--- src/rtl/du_exec_ctrl.sv ---
// Debug-unit execution controller: gates the pipeline clock enable and CPU reset
// from host commands (run, counted step, pause, PC breakpoints, halt detection).
module du_exec_ctrl #(
    parameter int unsigned NB_PC   = 32,
    parameter int unsigned N_BP    = 4,
    parameter int unsigned NB_STEP = 16,
    parameter int unsigned RST_CYC = 4,
    localparam int unsigned NB_IDX = (N_BP > 1) ? $clog2(N_BP) : 1
) (
    input  logic               i_clk,
    input  logic               i_reset,
    input  logic               i_cmd_valid,
    output logic               o_cmd_ready,
    input  logic [2:0]         i_cmd_op,
    input  logic [NB_IDX-1:0]  i_cmd_idx,
    input  logic [NB_PC-1:0]   i_cmd_arg,
    input  logic               i_halt,
    input  logic [NB_PC-1:0]   i_pc,
    output logic               o_clk_en,
    output logic               o_mips_reset,
    output logic [2:0]         o_state,
    output logic [1:0]         o_stop_cause,
    output logic               o_stop_valid,
    output logic               o_cmd_err,
    output logic [N_BP-1:0]    o_bp_en,
    output logic [NB_STEP-1:0] o_cycles
);
    localparam int unsigned    NB_RC   = (RST_CYC > 1) ? $clog2(RST_CYC) : 1;
    localparam logic [NB_RC-1:0] RC_LOAD = NB_RC'(RST_CYC - 1);

    typedef enum logic [2:0] {
        S_IDLE  = 3'd0,
        S_RUN   = 3'd1,
        S_STEP  = 3'd2,
        S_DONE  = 3'd3,
        S_RESET = 3'd4
    } state_e;

    typedef enum logic [2:0] {
        OP_NOP        = 3'd0,
        OP_RUN        = 3'd1,
        OP_STEP       = 3'd2,
        OP_PAUSE      = 3'd3,
        OP_SET_BP     = 3'd4,
        OP_CLR_BP     = 3'd5,
        OP_RESET_CPU  = 3'd6,
        OP_CLR_ALL_BP = 3'd7
    } op_e;

    typedef enum logic [1:0] {
        C_PAUSE = 2'd0,
        C_STEP  = 2'd1,
        C_BP    = 2'd2,
        C_HALT  = 2'd3
    } cause_e;

    state_e             state, state_n;
    cause_e             cause, cause_n;
    op_e                op;
    logic [NB_STEP-1:0] step_cnt, step_cnt_n, step_load, cycles;
    logic [NB_RC-1:0]   rst_cnt, rst_cnt_n;
    logic               armed, armed_n;
    logic               stop_valid, stop_n, cmd_err, err_n;
    logic               cmd_fire, idx_ok, bp_hit, clk_en;
    logic [N_BP-1:0]    bp_en;
    logic [NB_PC-1:0]   bp_addr [N_BP];

    assign op          = op_e'(i_cmd_op);
    assign o_cmd_ready = (state != S_RESET);
    assign cmd_fire    = i_cmd_valid && o_cmd_ready;
    assign idx_ok      = 32'(i_cmd_idx) < N_BP;
    assign step_load   = (i_cmd_arg[NB_STEP-1:0] == '0) ? NB_STEP'(1) : i_cmd_arg[NB_STEP-1:0];

    always_comb begin
        bp_hit = 1'b0;
        for (int unsigned k = 0; k < N_BP; k++) begin
            if (bp_en[k] && (bp_addr[k] == i_pc)) bp_hit = 1'b1;
        end
    end

    always_comb begin
        state_n    = state;
        cause_n    = cause;
        step_cnt_n = step_cnt;
        rst_cnt_n  = rst_cnt;
        armed_n    = armed;
        stop_n     = 1'b0;
        err_n      = 1'b0;
        clk_en     = 1'b0;
        case (state)
            S_IDLE: begin
                if (cmd_fire) begin
                    case (op)
                        OP_RUN:       begin state_n = S_RUN;   armed_n    = 1'b0;      end
                        OP_STEP:      begin state_n = S_STEP;  step_cnt_n = step_load; end
                        OP_RESET_CPU: begin state_n = S_RESET; rst_cnt_n  = RC_LOAD;   end
                        default: ;
                    endcase
                end
            end
            S_RUN: begin
                // Disarmed on entry so a resume from the breakpoint PC executes first.
                clk_en = !i_halt && !(armed && bp_hit);
                if (clk_en) armed_n = 1'b1;
                if (i_halt) begin
                    state_n = S_DONE; cause_n = C_HALT; stop_n = 1'b1;
                end else if (armed && bp_hit) begin
                    state_n = S_IDLE; cause_n = C_BP; stop_n = 1'b1;
                end else if (cmd_fire && op == OP_PAUSE) begin
                    state_n = S_IDLE; cause_n = C_PAUSE; stop_n = 1'b1;
                end else if (cmd_fire && op == OP_RESET_CPU) begin
                    state_n = S_RESET; rst_cnt_n = RC_LOAD;
                end
                if (cmd_fire && (op == OP_RUN || op == OP_STEP)) err_n = 1'b1;
            end
            S_STEP: begin
                clk_en = !i_halt;
                if (clk_en) step_cnt_n = step_cnt - 1'b1;
                if (i_halt) begin
                    state_n = S_DONE; cause_n = C_HALT; stop_n = 1'b1;
                end else if (step_cnt == NB_STEP'(1)) begin
                    state_n = S_IDLE; cause_n = C_STEP; stop_n = 1'b1;
                end else if (cmd_fire && op == OP_PAUSE) begin
                    state_n = S_IDLE; cause_n = C_PAUSE; stop_n = 1'b1; step_cnt_n = '0;
                end else if (cmd_fire && op == OP_RESET_CPU) begin
                    state_n = S_RESET; rst_cnt_n = RC_LOAD;
                end
                if (cmd_fire && (op == OP_RUN || op == OP_STEP)) err_n = 1'b1;
            end
            S_DONE: begin
                if (cmd_fire && op == OP_RESET_CPU) begin
                    state_n = S_RESET; rst_cnt_n = RC_LOAD;
                end
                if (cmd_fire && (op == OP_RUN || op == OP_STEP || op == OP_PAUSE)) err_n = 1'b1;
            end
            S_RESET: begin
                if (rst_cnt == '0) state_n = S_IDLE;
                else               rst_cnt_n = rst_cnt - 1'b1;
            end
            default: state_n = S_IDLE;
        endcase
        if (cmd_fire && (op == OP_SET_BP || op == OP_CLR_BP) && !idx_ok) err_n = 1'b1;
    end

    always_ff @(posedge i_clk) begin
        if (i_reset) begin
            state      <= S_IDLE;
            cause      <= C_PAUSE;
            step_cnt   <= '0;
            rst_cnt    <= '0;
            armed      <= 1'b0;
            stop_valid <= 1'b0;
            cmd_err    <= 1'b0;
            cycles     <= '0;
            bp_en      <= '0;
            for (int unsigned k = 0; k < N_BP; k++) bp_addr[k] <= '0;
        end else begin
            state      <= state_n;
            cause      <= cause_n;
            step_cnt   <= step_cnt_n;
            rst_cnt    <= rst_cnt_n;
            armed      <= armed_n;
            stop_valid <= stop_n;
            cmd_err    <= err_n;
            if (state == S_RESET)              cycles <= '0;
            else if (clk_en && cycles != '1)   cycles <= cycles + 1'b1;
            if (cmd_fire && idx_ok) begin
                for (int unsigned k = 0; k < N_BP; k++) begin
                    if (NB_IDX'(k) == i_cmd_idx) begin
                        if (op == OP_SET_BP) begin
                            bp_en[k]   <= 1'b1;
                            bp_addr[k] <= i_cmd_arg;
                        end else if (op == OP_CLR_BP) begin
                            bp_en[k]   <= 1'b0;
                        end
                    end
                end
            end
            if (cmd_fire && op == OP_CLR_ALL_BP) bp_en <= '0;
        end
    end

    assign o_clk_en     = clk_en;
    assign o_mips_reset = (state == S_RESET);
    assign o_state      = state;
    assign o_stop_cause = cause;
    assign o_stop_valid = stop_valid;
    assign o_cmd_err    = cmd_err;
    assign o_bp_en      = bp_en;
    assign o_cycles     = cycles;

endmodule

--- config.mk ---
export PLATFORM = sky130hd
export DESIGN_NAME = du_exec_ctrl
export DESIGN_NICKNAME = d
export VERILOG_FILES = /design/src/rtl/du_exec_ctrl.sv
export SDC_FILE = /design/constraint.sdc
export NUM_CORES = 1
export LEC_CHECK = 0
export CORE_MARGIN = 4
export CORE_UTILIZATION = 55
export CTS_CLUSTER_DIAMETER = 30
export DETAILED_ROUTE_END_ITERATION = 10
export DONT_BUFFER_PORTS = 1
export GPL_TIMING_DRIVEN = 1
export PLACE_DENSITY = 0.67
export SLEW_MARGIN = 10
export SYNTH_ARGS = -nofsm -noshare
export SYNTH_HDL_FRONTEND = slang
export SYNTH_SLANG_ARGS = --single-unit
export TNS_END_PERCENT = 5
--- constraint.sdc ---
create_clock -name i_clk -period 5.35 [get_ports i_clk]
set_input_delay 0.8025 -clock i_clk [delete_from_list [all_inputs] [get_ports i_clk]]
set_output_delay 0.8025 -clock i_clk [all_outputs]
set_load 0.01 [all_outputs]
## Yosys cells after proc, flatten, opt, wreduce, memory -nomap -nowiden

Memories as Yosys holds them, arrays and structs flattened.
Index checks and enable logic that the tools add are counted.

- Add/sub/neg operators: 3
- Reduce and logical (&&, ||, !) cells: 37
- Bitwise logic cells: 4
- Equality and inequality tests: 33
- Multiplexer cells: 77

Operator list:

| operator | count |
|---|---|
| $eq A32 B32 Y1 | 4 |
| $mux W32 | 4 |
| $mux W16 | 7 |
| $mux W1 | 35 |
| $pmux W16 S2 | 1 |
| $mux W2 | 14 |
| $mux W3 | 8 |
| $ne A2 B2 Y1 const B | 10 |
| $reduce_and A3 Y1 | 6 |
| $add A16 B1 Y16 const B | 1 |
| $eq A16 B1 Y1 const B | 1 |
| $logic_not A16 Y1 | 1 |
| $ne A16 B16 Y1 const B | 1 |
| $sub A16 B1 Y16 const B | 1 |
| $eq A3 B3 Y1 const B | 5 |
| $pmux W3 S5 | 1 |
| $logic_and A1 B1 Y1 | 13 |
| $eq A3 B2 Y1 const B | 4 |
| $pmux W2 S5 | 1 |
| $pmux W3 S3 | 1 |
| $pmux W1 S2 | 4 |
| $reduce_and A8 Y1 | 1 |
| $reduce_bool A2 Y1 | 4 |
| $eq A3 B1 Y1 const B | 2 |
| 15 further kinds | 24 |

- Memories kept: 1
- Output and inout bits: 30
- Memory bits (writable): 128
- Bits in registers: 46
- Input bits: 73
- Word-level logic and storage cells: 167

Memories:

| memory | depth | width | read ports | clocked after memory_dff | wr ports | line | source |
|---|---|---|---|---|---|---|---|
| bp_addr | 4 | 32 | 4 | 0 | 4 | 66 | `logic [NB_PC-1:0] bp_addr [N_BP];` |

## Depth between registers and ports, before layout

An unclocked memory read counts as a cell.

- Depth in word-level cells: 12
- Mapped depth: 10

## Least setup slack after synthesis

OpenSTA, ideal clock, no wires.

- Kind: in2out
- Start point: input port i_pc[28]
- End point: output port o_clk_en
- Arrival: 2.316 ns
- Stages on the path: 7
- Path slack: 2.232 ns
- Cell sequence: xor2_1 or4_1 nor4_2 o41a_1 buf_2 buf_4 nor3_1

- Longest elaborated chain between the ends: 10
- Elaborated cells between the ends (all ways): 16

Ends and longest elaborated chain:

| element | line | source |
|---|---|---|
| start: declaration | 18 | `input logic [NB_PC-1:0] i_pc,` |
| $eq A32 B32 Y1 | 77 | `if (bp_en[k] && (bp_addr[k] == i_pc)) bp_hit = 1'b1;` |
| $logic_and A1 B1 Y1 | 77 |  |
| $mux W1 (3 in a row) | 77 |  |
| $mux W1 (*) | 77 |  |
| $logic_and A1 B1 Y1 (*) | 103 | `clk_en = !i_halt && !(armed && bp_hit);` |
| $logic_not A1 Y1 (*) | 103 |  |
| $logic_and A1 B1 Y1 (*) | 103 |  |
| $pmux W1 S2 (*) | 90 | `case (state)` |
| end: declaration | 19 | `output logic o_clk_en,` |

Every way passes the cells marked *; elsewhere a longest branch is shown, timed or not.

==> results.md <==
* Wire per inst at 22.2 um
* # rows at 46
* Clock sinks at 174
* Initial antenna violation count at 0
* # port buffers at 0
* Die H at 137 um
* CP arrival at 2.95 ns
* Final hold violations at 0
* Outcome: complete, no violations
* Ratio of cells with drive above 1 in the final layout at 6.87%
* Slew @ Worst Pin at 1.19 ns
* Relative slew slack at 20.2%
* CP Capture Type: output port
* Yosys warns at 0
* Critical-path maximum fanout at 28
* Clock tree buffer depth at 2
* RSZ-0062 raised after global routing: false
* Synth cell types at 70
* Final worst-path cycle share at 70.1%
* CP startpoint kind: flop
* Drt initial violations at 513
* Leak at 0.00352 uW
* Total wire length at 23,500 um
* H-Tree Level Count at 4
* Average size of a mapped cell at 10.8 um^2
* Register Area at 0.00476 mm^2
* Final WS setup at 1.60 ns
* Max VDD drop at 232 uV
* Detail Route Antenna Nets at 0
* Post-route DRC at 0
* Final max-slew violation count at 0
* Setup TNS at 0 ns
* PD cells at 309 mW/mm^2
* TritonCTS Buffers at 17
* Via density at 6.05
* Yosys reg bits at 174
* Setup Viol. Count Final at 0
* Hpwl dp at 16,300 um
* Layout area overhead at 7.93%
* CTS tree: done
* Post-synth EDFFs at 128
* Clock Root Buffer: clkbuf_16
* # IOs at 103
* Core area at 0.0161 mm^2
* Req. time, crit path at 4.55 ns
* Total power at 3050 uW
* GRT overflow at 0
* Syn Inst Count at 845
* Resized cells post-CTS at 0
* Post-CTS Setup Bufs at 0
* Drt pass-1 iters at 7
* Synth Flop Type: edfxtp_1
* DIE WIDTH at 137 um
* Global-route wire length before repair at 36,200 um
* Routability cong. at 0.912
* Syn Nets at 922
* Worst-path clk slew at 0.06 ns
* Clock skew at 0.00647 ns
* Starting Density at 56.9%
* Largest net degree at the start of global routing at 37
* Vias in the first global route at 6,425
* Clock Latency Late Sink at 0.43 ns
* Total Die Area at 0.0187 mm^2
* Asr flop ratio synth at 0%
* Antenna cells at 0
* Filler cells at 1,282
* Dpl ws at 1.76 ns
* Achievable Freq at 0.267 GHz
* Max_cap viols at 0
* Layout Nets at 908
* Hold buffers post-CTS at 0
* Total GRT Usage at 25.8%
* Area occupied by multi-input gates at 0.00411 mm^2
* Hold crit path type: in -> reg
* Crit Path Class: reg -> out
* DR vias at 6,409
* Cell area after layout at 0.00986 mm^2
* Tmin final at 3.75 ns
* Syn Std Cell Area at 0.00914 mm^2
* Placed Area at 0.00926 mm^2
* Post-synthesis sequential area ratio at 52.1%
through the flow:
stage          cells  hold slack (ns)  utilization, %
6_report        1060            0.432            61.4
5_1_grt         1060            0.419            61.4
4_1_cts         1060            0.422            61.4
3_5_place_dp    1028            0.462            57.7
3_3_place_gp    1028            0.449            57.7
2_1_floorplan    845            0.440               -
cells in the final DEF (no fill, tap or decap), types with 18 or more instances in the layout:
master      n
and2_1    133
nor3_1     22
xor2_1    103
nand2_1    35
a21oi_1    46
edfxtp_1  128
xnor2_1    18
nor2_1     42
dfxtp_1    46
nor4_1     32
cells in the mapped netlist, drive strengths merged (3+ instances only):
library cell / n / area share (%)
a21o: 4 / 0.33
a21oi: 46 / 2.5
a22oi: 8 / 0.66
a32o: 8 / 0.88
and2: 133 / 9.1
and3: 5 / 0.34
buf: 14 / 1.1
clkbuf: 26 / 1.4
dfxtp: 46 / 10
edfxtp: 128 / 42
ha: 4 / 0.55
inv: 13 / 0.53
mux2i: 7 / 0.77
nand2: 36 / 1.6
nand2b: 7 / 0.48
nand3: 14 / 0.77
nand4: 11 / 0.75
nor2: 43 / 1.8
nor2b: 8 / 0.55
nor3: 25 / 1.5
nor3b: 4 / 0.33
nor4: 33 / 2.3
o21a: 3 / 0.25
o21ai: 26 / 1.4
o31a: 3 / 0.29
o31ai: 12 / 1.1
o41ai: 4 / 0.38
or2: 8 / 0.55
or3: 3 / 0.26
or4: 9 / 0.78
xnor2: 18 / 1.7
xor2: 103 / 9.9
layer usage:
metal	vias up	track usage, %	routed length (um)
li1	3011	-	-
met1	3123	32.0	9310
met2	237	43.6	11800
met3	38	7.79	1970
met4	0	7.59	456
met5	-	0	0
critical path: stages, from the launching register on:
cell	delay, ns
edfxtp_1	0.38
xor2_1	0.19
nor4_1	0.59
nand4_1	0.17
nor4_1	0.52
o41a_1	0.22
buf_4	0.29
nor3_1	0.14
final timing paths:
kind	start	slack (ns)	depth (start not counted)	to
worst max-delay path	bp_addr[0][10]	1.60	7	o_clk_en
worst min-delay path	i_reset	0.43	1	o_stop_cause[1]
worst max register to register	o_state[0]	2.18	4	bp_addr[3][19]
worst min register to register	step_cnt[9]	0.48	2	step_cnt[9]
area by class of cell:
cell class                      instances  share of cell area, %
Clock buffer                           21                   4.46
Timing Repair Buffer                    8                  0.609
Inverter                               13                  0.495
Sequential cell                       174                   48.3
Multi-Input combinational cell        617                   41.7
Tap cell                              216                   2.74
Clock inverter                         11                   1.69
kinds of logic (layout without fill, tap and decap cells):
logic type / count (synthesis) / count (layout) / synth area share, %
AND/OR/NAND/NOR: 349 / 349 / 22.0
multiplexers: 7 / 7 / 0.767
AO/OA/AOI/OAI: 136 / 136 / 9.86
XOR/XNOR: 121 / 121 / 11.6
adder cells (fa/ha/maj): 4 / 4 / 0.548
buffers and inverters: 54 / 53 / 3.08
flip-flops: 174 / 174 / 52.1
sequential cells by signal, indices dropped and copies added, names as in the netlist, named ones only:
| register | flops |
|---|---|
| o_bp_en | 4 |
| armed | 1 |
| o_stop_cause | 2 |
| step_cnt | 15 |
| o_cycles | 16 |
| o_state | 3 |
| o_cmd_err | 1 |
| rst_cnt | 2 |
| bp_addr | 128 |
| o_stop_valid | 1 |
where the power goes:
group	leakage (uW)	internal [uW]	switching (uW)
clock network	0.000283	779	511
registers	0.00167	1500	32.6
logic	0.00157	89.1	141
total	0.00352	2360	684
Note: power is estimated with default switching activity, not from simulation.
